[config.mk]
export PLATFORM = sky130hd
export DESIGN_NAME = kernel_launch_sched
export DESIGN_NICKNAME = d
export VERILOG_FILES = /design/src/rtl/kernel_launch_sched.sv
export SDC_FILE = /design/constraint.sdc
export NUM_CORES = 1
export LEC_CHECK = 0
export BUFFER_PORTS_ARGS = -buffer_cell sky130_fd_sc_hd__buf_2
export CORE_MARGIN = 2
export CORE_UTILIZATION = 25
export DETAILED_ROUTE_END_ITERATION = 6
export PLACE_DENSITY_LB_ADDON = 0.08
export SLEW_MARGIN = 10
export SYNTH_ARGS = -nofsm -noshare
export SYNTH_HDL_FRONTEND = slang
export SYNTH_SLANG_ARGS = --single-unit
[constraint.sdc]
create_clock -name clk -period 5.6 [get_ports clk]
set_clock_uncertainty 0.1 [all_clocks]
set_input_delay 1.12 -clock clk [delete_from_list [all_inputs] [get_ports clk]]
set_output_delay 1.12 -clock clk [all_outputs]
set_load 0.02 [all_outputs]
[src/rtl/kernel_launch_sched.sv]
// Job FIFO plus launch FSM in front of one ap_start/ap_ready/ap_done kernel, reporting tag, run cycles and status.
// Optional run watchdog enabled by defining KERNEL_WATCHDOG_EN.
module kernel_launch_sched #(
    parameter int ARGS_W      = 16,
    parameter int ID_W        = 4,
    parameter int QUEUE_DEPTH = 4,
    parameter int CNT_W       = 16,
    parameter int WDOG_CYCLES = 1000
) (
    input  logic                               clk,
    input  logic                               rst,
    input  logic                               job_valid,
    output logic                               job_ready,
    input  logic [ARGS_W-1:0]                  job_args,
    input  logic [ID_W-1:0]                    job_id,
    output logic                               ap_start,
    input  logic                               ap_ready,
    input  logic                               ap_done,
    output logic [ARGS_W-1:0]                  kernel_args,
    output logic                               kernel_rst,
    output logic                               cmpl_valid,
    input  logic                               cmpl_ready,
    output logic [ID_W-1:0]                    cmpl_id,
    output logic [CNT_W-1:0]                   cmpl_cycles,
    output logic                               cmpl_status,
    output logic                               busy,
    output logic [$clog2(QUEUE_DEPTH+1)-1:0]   jobs_pending,
    output logic                               err_spurious_done
);
    localparam int PTR_W = $clog2(QUEUE_DEPTH);
    localparam int OCC_W = $clog2(QUEUE_DEPTH+1);
`ifdef KERNEL_WATCHDOG_EN
    localparam bit WDOG_EN = 1'b1;
`else
    localparam bit WDOG_EN = 1'b0;
`endif
    localparam logic [CNT_W-1:0] WDOG_LAST = CNT_W'(WDOG_CYCLES - 1);
    localparam logic [CNT_W-1:0] WDOG_LIM  = CNT_W'(WDOG_CYCLES);
    localparam logic [CNT_W-1:0] CNT_MAX   = '1;

    typedef enum logic [1:0] {IDLE, LAUNCH, RUN, REPORT} state_t;

    state_t               state_q, state_d;
    logic [ARGS_W-1:0]    args_q [QUEUE_DEPTH];
    logic [ARGS_W-1:0]    args_d [QUEUE_DEPTH];
    logic [ID_W-1:0]      ids_q  [QUEUE_DEPTH];
    logic [ID_W-1:0]      ids_d  [QUEUE_DEPTH];
    logic [PTR_W-1:0]     wr_ptr_q, wr_ptr_d, rd_ptr_q, rd_ptr_d;
    logic [OCC_W-1:0]     occ_q, occ_d;
    logic [CNT_W-1:0]     run_cnt_q, run_cnt_d, cycles_q, cycles_d;
    logic [ID_W-1:0]      cur_id_q, cur_id_d;
    logic                 status_q, status_d, krst_q, krst_d, err_q, err_d;
    logic                 full, push, pop, wdog_hit;
    logic [CNT_W-1:0]     cnt_inc;

    assign full     = (occ_q == OCC_W'(QUEUE_DEPTH));
    assign push     = job_valid && !full;
    assign pop      = (state_q == LAUNCH) && ap_ready;
    assign cnt_inc  = (run_cnt_q == CNT_MAX) ? CNT_MAX : run_cnt_q + CNT_W'(1);
    assign wdog_hit = WDOG_EN && (state_q == RUN) && (run_cnt_q == WDOG_LAST);

    // Job FIFO: no bypass, so a job always spends at least one cycle queued.
    always_comb begin
        args_d   = args_q;
        ids_d    = ids_q;
        wr_ptr_d = wr_ptr_q;
        rd_ptr_d = rd_ptr_q;
        occ_d    = occ_q;
        if (push) begin
            args_d[wr_ptr_q] = job_args;
            ids_d[wr_ptr_q]  = job_id;
            wr_ptr_d         = wr_ptr_q + PTR_W'(1);
        end
        if (pop) rd_ptr_d = rd_ptr_q + PTR_W'(1);
        case ({push, pop})
            2'b10:   occ_d = occ_q + OCC_W'(1);
            2'b01:   occ_d = occ_q - OCC_W'(1);
            default: occ_d = occ_q;
        endcase
    end

    always_comb begin
        state_d   = state_q;
        run_cnt_d = run_cnt_q;
        cycles_d  = cycles_q;
        cur_id_d  = cur_id_q;
        status_d  = status_q;
        krst_d    = 1'b0;
        err_d     = err_q;
        case (state_q)
            IDLE: if (occ_q != '0) state_d = LAUNCH;
            LAUNCH: if (ap_ready) begin
                cur_id_d  = ids_q[rd_ptr_q];
                run_cnt_d = '0;
                state_d   = RUN;
            end
            RUN: begin
                run_cnt_d = cnt_inc;
                // A done arriving on the watchdog's last cycle still counts as a normal finish.
                if (ap_done) begin
                    cycles_d = cnt_inc;
                    status_d = 1'b0;
                    state_d  = REPORT;
                end else if (wdog_hit) begin
                    cycles_d = WDOG_LIM;
                    status_d = 1'b1;
                    krst_d   = 1'b1;
                    state_d  = REPORT;
                end
            end
            REPORT: if (cmpl_ready) state_d = (occ_q != '0) ? LAUNCH : IDLE;
            default: state_d = IDLE;
        endcase
        if (ap_done && (state_q != RUN)) err_d = 1'b1;
    end

    always_ff @(posedge clk) begin
        if (rst) begin
            state_q   <= IDLE;
            for (int i = 0; i < QUEUE_DEPTH; i++) begin
                args_q[i] <= '0;
                ids_q[i]  <= '0;
            end
            wr_ptr_q  <= '0;
            rd_ptr_q  <= '0;
            occ_q     <= '0;
            run_cnt_q <= '0;
            cycles_q  <= '0;
            cur_id_q  <= '0;
            status_q  <= 1'b0;
            krst_q    <= 1'b0;
            err_q     <= 1'b0;
        end else begin
            state_q   <= state_d;
            args_q    <= args_d;
            ids_q     <= ids_d;
            wr_ptr_q  <= wr_ptr_d;
            rd_ptr_q  <= rd_ptr_d;
            occ_q     <= occ_d;
            run_cnt_q <= run_cnt_d;
            cycles_q  <= cycles_d;
            cur_id_q  <= cur_id_d;
            status_q  <= status_d;
            krst_q    <= krst_d;
            err_q     <= err_d;
        end
    end

    assign job_ready         = !full;
    assign ap_start          = (state_q == LAUNCH);
    assign kernel_args       = args_q[rd_ptr_q];
    assign kernel_rst        = krst_q;
    assign cmpl_valid        = (state_q == REPORT);
    assign cmpl_id           = cur_id_q;
    assign cmpl_cycles       = cycles_q;
    assign cmpl_status       = status_q;
    assign busy              = (state_q != IDLE);
    assign jobs_pending      = occ_q;
    assign err_spurious_done = err_q;
endmodule

# Word-level counts from Yosys, hierarchy flattened
# Index checks and enable logic that the tools add are counted.
# op_classes
reduce_logical	14
n_eq_ne	12
bitwise_logic	2
magnitude_cmp	3
addsub	5
mux	22
# op_table
op	n
$mux 16	5
$bwmux 64	1
$bmux 16 s2	1
$demux 16 s2	1
$pmux 16 s2	1
$add 16x1->16 const B	1
$bwmux 16	1
$eq 16x16->1 const B	1
$mux 4	3
$bmux 4 s2	1
$demux 4 s2	1
$mux 2	4
$pmux 2 s4	1
$eq 2x2->1 const B	3
$ge 3x3->1 const B	2
$ne 2x2->1 const B	3
$not 2->3	2
$pmux 3 s2	1
$reduce_and 2->1	3
$reduce_bool 2->1	3
$add 2x1->2 const B	2
$eq 2x1->1 const B	2
$logic_and 1x1->1	4
$ne 2x1->1 const B	2
other kinds (9)	9
# totals
out_inout_bits	46
regBits	126
word_cells	74

# Depth between registers and ports, before layout
# Gate-level depths: netlist of the first run.
# depth
depth_word	6
mapped_depth	10
mapped_depth_nobuf	10

# Worst setup path after synthesis of the first run
# No wires, ideal clock.
# synth_timing
path_kind	input port to flip-flop
from	input port job_valid
to	register occ_q[2] (netlist: jobs_pending[2])
slack_ps	2868
cell_stages	8
arrival_ps	2562
path_buffers	1
setup_ps	70
cell_sequence	clkbuf_1 > nand2_1 > ha_1 > inv_1 > fa_1 > xor2_1 > or3_1 > a21oi_1
# synth_via
elab_chain_cells	3
# synth_lines
element	line	source
start, declared	12	input logic job_valid,
$logic_and 1x1->1 (*)	57	assign push = job_valid && !full;
$eq 2x1->1 / $eq 2x2->1 (equally long branches)	75	case ({push, pop})
$pmux 3 s2 / $reduce_bool 2->1 (equally long branches)	--	
end signal, assigned	126	occ_q <= '0;
end signal, assigned	139	occ_q <= occ_d;
end, declared	49	logic [OCC_W-1:0] occ_q, occ_d;
# Every way passes the cells marked *; elsewhere a longest branch is shown, timed or not.
# A chain may end at the register's enable or synchronous reset.

# Worst setup path after layout of the first run
# layout_timing
from	register rd_ptr_q[1]
to	output port kernel_args[7]
# layout_via
elab_chain_cells	4
# layout_lines
element	line	source
start, declared	48	logic [PTR_W-1:0] wr_ptr_q, wr_ptr_d, rd_ptr_q, rd_ptr_d;
start signal, assigned	138	rd_ptr_q <= rd_ptr_d;
$not 2->3 (implied by the code)	151	assign kernel_args = args_q[rd_ptr_q];
$bmux 16 s2	151	
$mux 16 (implied by the code) (2 in a row)	151	
end, declared	19	output logic [ARGS_W-1:0] kernel_args,
# No other way between the ends. The select of a mux whose other input is x is not followed.

==> results of run 1 <==
kinds of logic after synthesis:
kind of cell,after synthesis,synth area share (%)
other cells,1,0.06654
mux,23,8.526
fa+ha+maj,12,2.797
xor+xnor,13,2.020
simple gates,259,20.43
compound gates,156,16.70
buf+inv,64,4.707
flops,126,44.76
layer usage:
metal	global-route usage, %	wire [µm]	vias up
met2	22.57	7950	103
met4	3.827	176	0
met5	0	0	-
met3	3.861	848	11
met1	18.21	7657	2287
li1	-	-	2363
cells in the mapped netlist, types with 3 or more instances:
cell / count / area (µm²)
nand2b_1: 4 / 25.02
inv_1: 18 / 67.56
nor2_1: 33 / 123.9
a311oi_1: 11 / 96.34
or3_1: 3 / 18.77
mux4_2: 20 / 450.4
xnor2_1: 9 / 78.83
nand3b_1: 6 / 45.04
a21oi_1: 99 / 495.5
nand3_1: 10 / 50.05
a22oi_1: 3 / 22.52
mux2i_1: 3 / 30.03
nand4_1: 4 / 25.02
nor4_1: 3 / 18.77
xor2_1: 4 / 35.03
ha_1: 11 / 137.6
a2bb2oi_1: 3 / 26.28
a211oi_1: 6 / 45.04
nand2_1: 178 / 668.1
clkbuf_1: 29 / 108.9
o21ai_0: 9 / 45.04
o32ai_1: 7 / 61.31
and3_1: 6 / 37.54
a31oi_1: 3 / 18.77
buf_2: 14 / 70.07
dfxtp_1: 126 / 2522
stage by stage:
stage               instance area [µm²]  utilization (%)
CTS                                6774            30.85
global placement                   6170            28.10
global route                       6774            30.85
detailed placement                 6170            28.10
floorplan                          5639                -
finish                             6774            30.85
flip-flops by register name, indices dropped and copies added, names as in the netlist:
| signal | count |
|---|---|
| ids_q | 16 |
| rd_ptr_q | 2 |
| cmpl_id | 4 |
| wr_ptr_q | 2 |
| cmpl_cycles | 16 |
| state_q | 2 |
| jobs_pending | 3 |
| run_cnt_q | 16 |
| args_q | 64 |
| err_spurious_done | 1 |
report_power, final:
group	switching (mW)	total, mW	internal [mW]
clock	0.405	1.12	0.711
sequential	0.0489	1.02	0.969
combinational	0.405	0.624	0.219
cells in the final DEF, fill, tap and decap left out, drive strengths merged, types with 5 or more instances in the layout:
master,instances
inv,18
o32ai,7
nand2,178
nor4,5
ha,11
nand3,11
nor2,34
and3,6
xnor2,9
buf,73
dfxtp,126
a211oi,6
o21ai,9
nand4,5
mux4,20
a21oi,99
clkbuf,22
a311oi,11
nand3b,6
area by class of cell:
type	count	area, µm²
fillers	2289	15180
multi-input cells	465	2851
flip-flops and latches	126	2522
clock buffers	22	494.2
repair buffers	73	377.9
well taps	280	350.3
clock inverters	10	110.1
inverters	18	67.56
critical path, cell delays in order, from the launching register on:
cell,delay [ns]
dfxtp_1,0.65
buf_4,0.36
mux4_2,0.35
buf_2,0.18
worst paths after layout:
path                                                   start  cells after the start                      endpoint
worst max-delay path                rd_ptr_q[1]$_SDFFE_PP0P_                      3                kernel_args[7]
worst min-delay path                  args_q[3]$_SDFFE_PP0P_                      2        args_q[3]$_SDFFE_PP0P_
worst max register to register  jobs_pending[2]$_SDFFE_PP0P_                      8  jobs_pending[2]$_SDFFE_PP0P_
worst min register to register        args_q[3]$_SDFFE_PP0P_                      2        args_q[3]$_SDFFE_PP0P_
==> results.cfg, run 1 <==
[hold_path]
holdCritPathClass = register to register

[placed_design]
routabilityCongestion = 0.7238
hpwl_mm = 10.52
port_buffers = 69
dp.cells = 962
post-place-ws_ns = 2.602

[timing]
hold_viol_final = 0
slew_violations = 0
worst_slew_pin_slew_ns = 1.189
worst_slack_ns = 2.427
rsz0062_at_grt = no
setup_viol = 0
fmax_ghz = 0.3152
slew-limit-headroom_pct = 20.53
fin_tns_setup_ns = 0
post-route-period-util_pct = 56.65
timing.hold.ws_ns = 0.3512
post-route-min-period_ns = 3.173

[floorplan]
die_w_um = 154.1
start_util_pct = 25.66
num_rows = 54
core_um2 = 21960
die-area_um2 = 23760
fp.dieH_um = 154.1
io_pins = 72

[cells_and_area]
antenna_cells = 0
syn_to_final_growth_pct = 20.20
layout.cells.non_filler = 994
fin_nets = 739
drive_gt1_share_pct = 18.91

[run]
drv_cap = 0

[cts]
holdBufCountCts = 0
clock_latency_ns = 0.41
cts_tree = built
cts_resized = 0
cts-root-buf = clkbuf_16
clk_pin_slew_worst_paths_ns = 0.06
cts.sinks = 126
cts-buffers-inserted = 17
h-tree-depth = 4
cts_buffer_depth = 2
cts_setup_buffers = 0

[logic_synthesis]
syn-cell-area_um2 = 5635
async_flop_share_pct = 0
ys.flop_type = dfxtp_1
synthDistinctLibCells = 51
syn_inst = 654
syn_area_per_cell_um2 = 8.617
ys_seq_elements = 126
synth-edff-count = 0
ys_seq_area_share_pct = 44.76
yosysWarnings = 0

[global_route]
grt_pass1_vias = 4535
grtUsageTotal_pct = 13.92
antenna_found_initial = 0
grt_max_degree = 89
grt_pass1_wl_mm = 25.73
grt_overflow_total = 0

[pwr]
p_leak_nw = 2.427
irDropWorstVdd_mv = 0.1469
p_per_area_nw_per_um2 = 407.1
power_mw = 2.758

[critical_path]
arrival_ns = 1.95
cp-start-kind = register
reg2reg_slack_ns = 3.02
critical_path_required_ns = 4.38
crit_fanout = 13
critPathCaptureType = output pin
crit_type = register to output pin

[route]
first_pass_iters = 4
final_antenna_net_count = 0
wire_per_inst_um = 16.73
vias = 4764
via_per_inst = 4.793
drtIter0Drc = 280
drc = 0
finalWirelength_mm = 16.63

[status]
status = finished clean
Power figures use the tool's default switching activity.
==> run 2, diff against run 1 <==
Settings changed: ABC_AREA set to 1.
Clock period 5.6 ns to 2.7 ns, I/O delays scaled along.
==> results.cfg, run 2 <==
[logic_synthesis]
syn_area_per_cell_um2 = 7.232
syn-cell-area_um2 = 5814
synth-edff-count = 0
synth_top_cell_by_area = dfxtp_1
yosys.area_share.simple_pct = 24.51
yosys-top-cells-count = 137 x nand2_1, 126 x dfxtp_1, 103 x a21oi_1
synth_fa_ha_area_share_pct = 2.711
synth-compound-area-share_pct = 20.19
ys.flop_type = dfxtp_1
ys_seq_elements = 126
synth-xor-area-share_pct = 0.9038
synthDistinctLibCells = 32
synth_top_cell_area_share_pct = 43.38
yosys-top-cells-area = dfxtp_1 43%, a21oi_1 8.9%, nand2_1 8.8%, nand3_1 7.9%, o21ai_0 6.5%
ys_seq_area_share_pct = 43.38
synth_top_family_by_area = simple AND/OR/NAND/NOR gates
yosysMostFrequentCell = nand2_1
synthMuxAreaShare_pct = 0
syn_inst = 804
yosysWarnings = 0
async_flop_share_pct = 0

[route]
vias = 5570
wire_per_inst_um = 16.07
drc = 0
finalWirelength_mm = 18.58
route.met2.wl_mm = 8.275
via_per_inst = 4.818
first_pass_iters = 5
highest_layer = met4
final_antenna_net_count = 0
drt-met1-wl_mm = 9.021
drtIter0Drc = 401
met3_length_mm = 1.089

[cts]
cts-buffers-inserted = 17
h-tree-depth = 4
holdBufCountCts = 0
clock_latency_ns = 0.42
cts_resized = 0
cts-root-buf = clkbuf_16
cts_setup_buffers = 0
cts_buffer_depth = 2
cts_tree = built
cts.sinks = 126
clk_pin_slew_worst_paths_ns = 0.06

[cells_and_area]
finish.utilization_pct = 31.25
mostFrequentLayoutCells = 137 x nand2_1, 126 x dfxtp_1, 103 x a21oi_1, 92 x nand3_1, 80 x nor2_1
drive_gt1_share_pct = 17.45
largest_reg_flops = 64
antenna_cells = 0
syn_to_final_growth_pct = 22.04
regMostFlops = args_q
fin_nets = 896
final_common_cell = nand2_1

[critical_path]
r2r-start = state_q[0]$_SDFFE_PP0P_
crit_type = register to output pin
crit_fanout = 17
worst_r2r_endpoint = cmpl_cycles[1]$_SDFFE_PP0P_
reg2reg_slack_ns = 0.51
rr_worst_depth = 8
arrival_ns = 1.84
critPathCaptureType = output pin
critical_path_required_ns = 2.06
cp-start-kind = register

[timing]
slew_violations = 0
post-route-min-period_ns = 2.480
slew-limit-headroom_pct = 55.65
rsz0062_at_grt = no
fmax_ghz = 0.4033
worst_slew_pin_slew_ns = 0.6645
post-route-period-util_pct = 91.84
fin_tns_setup_ns = 0
hold_viol_final = 0
setup_viol = 0

[global_route]
grtUsageTotal_pct = 15.73
grt_pass1_vias = 5342
grt_max_degree = 99
antenna_found_initial = 0
grt_overflow_total = 0
grt_pass1_wl_mm = 29.77

[status]
status = finished clean

[hold_path]
hold_depth = 3
hold_end = err_spurious_done$_SDFFE_PP0P_
holdCritPathClass = input pin to register
hold_start = ap_done

[placed_design]
hpwl_mm = 11.73
routabilityCongestion = 0.7853
port_buffers = 69

[run]
drv_cap = 0

[floorplan]
die_w_um = 156.5
start_util_pct = 25.60
num_rows = 55
io_pins = 72
die-area_um2 = 24490
fp.dieH_um = 156.5
core_um2 = 22710

[pwr]
p_per_area_nw_per_um2 = 865.6
irDropWorstVdd_mv = 0.3319
p_leak_nw = 2.825
-- run 2: cell families after synthesis --
kind of cell / Yosys count
simple gates: 328
compound gates: 217
flops: 126
buf+inv: 114
fa+ha+maj: 12
xor+xnor: 6
other cells: 1
-- run 2: layer usage --
metal  track usage (%)  up-vias
met4             4.063        0
met3             4.403       19
met5                 0        -
li1                  -     2777
met2             24.54      149
met1             21.39     2625
-- run 2: area by class of cell --
cell class                 instances  area (µm²)
fill                            2458       15610
multi-input combinational        565        2816
sequential                       126        2522
timing repair buffer              90       518.0
inverter                          58       217.7
tap                              285       356.6
clock buffer                      19       452.9
clock inverter                    13       211.5
-- run 2: where the power goes --
group	internal, mW	switching, mW
combinational	0.434	0.992
clock	1.69	0.915
sequential	2.02	0.0922
total	4.14	2.00
-- run 2: how the worst max path moves through the flow --
stage	depth (start not counted)	to	slack, ns	from
floorplan	11	jobs_pending[2]$_SDFFE_PP0P_	0.50	state_q[1]$_SDFFE_PP0P_
global placement	8	cmpl_cycles[8]$_SDFFE_PP0P_	0.60	state_q[0]$_SDFFE_PP0P_
detailed placement	8	cmpl_cycles[1]$_SDFFE_PP0P_	0.52	state_q[0]$_SDFFE_PP0P_
CTS	4	kernel_args[3]	0.19	rd_ptr_q[1]$_SDFFE_PP0P_
global route	4	kernel_args[8]	0.08	rd_ptr_q[1]$_SDFFE_PP0P_
finish	4	kernel_args[3]	0.22	rd_ptr_q[1]$_SDFFE_PP0P_
-- run 2: metrics by stage --
step | setup WS, ns | hold WS, ns | power [mW] | instances | area [µm²]
after floorplan | 0.5046 | 0.3291 | 3.076 | 805 | 5818
after global placement | 0.5984 | 0.3384 | 3.574 | 1124 | 6431
after detailed placement | 0.5207 | 0.3445 | 3.583 | 1124 | 6431
after CTS | 0.1856 | 0.2765 | 6.218 | 1156 | 7096
after global routing | 0.08032 | 0.3163 | 6.473 | 1156 | 7096
final | 0.2203 | 0.2909 | 6.142 | 1156 | 7096
-- run 2: worst max-delay path, cell delays in order, from the launching register on --
cell	delay, ns
dfxtp_1	0.30
inv_1	0.49
o21ai_0	0.25
o22ai_1	0.18
buf_2	0.20
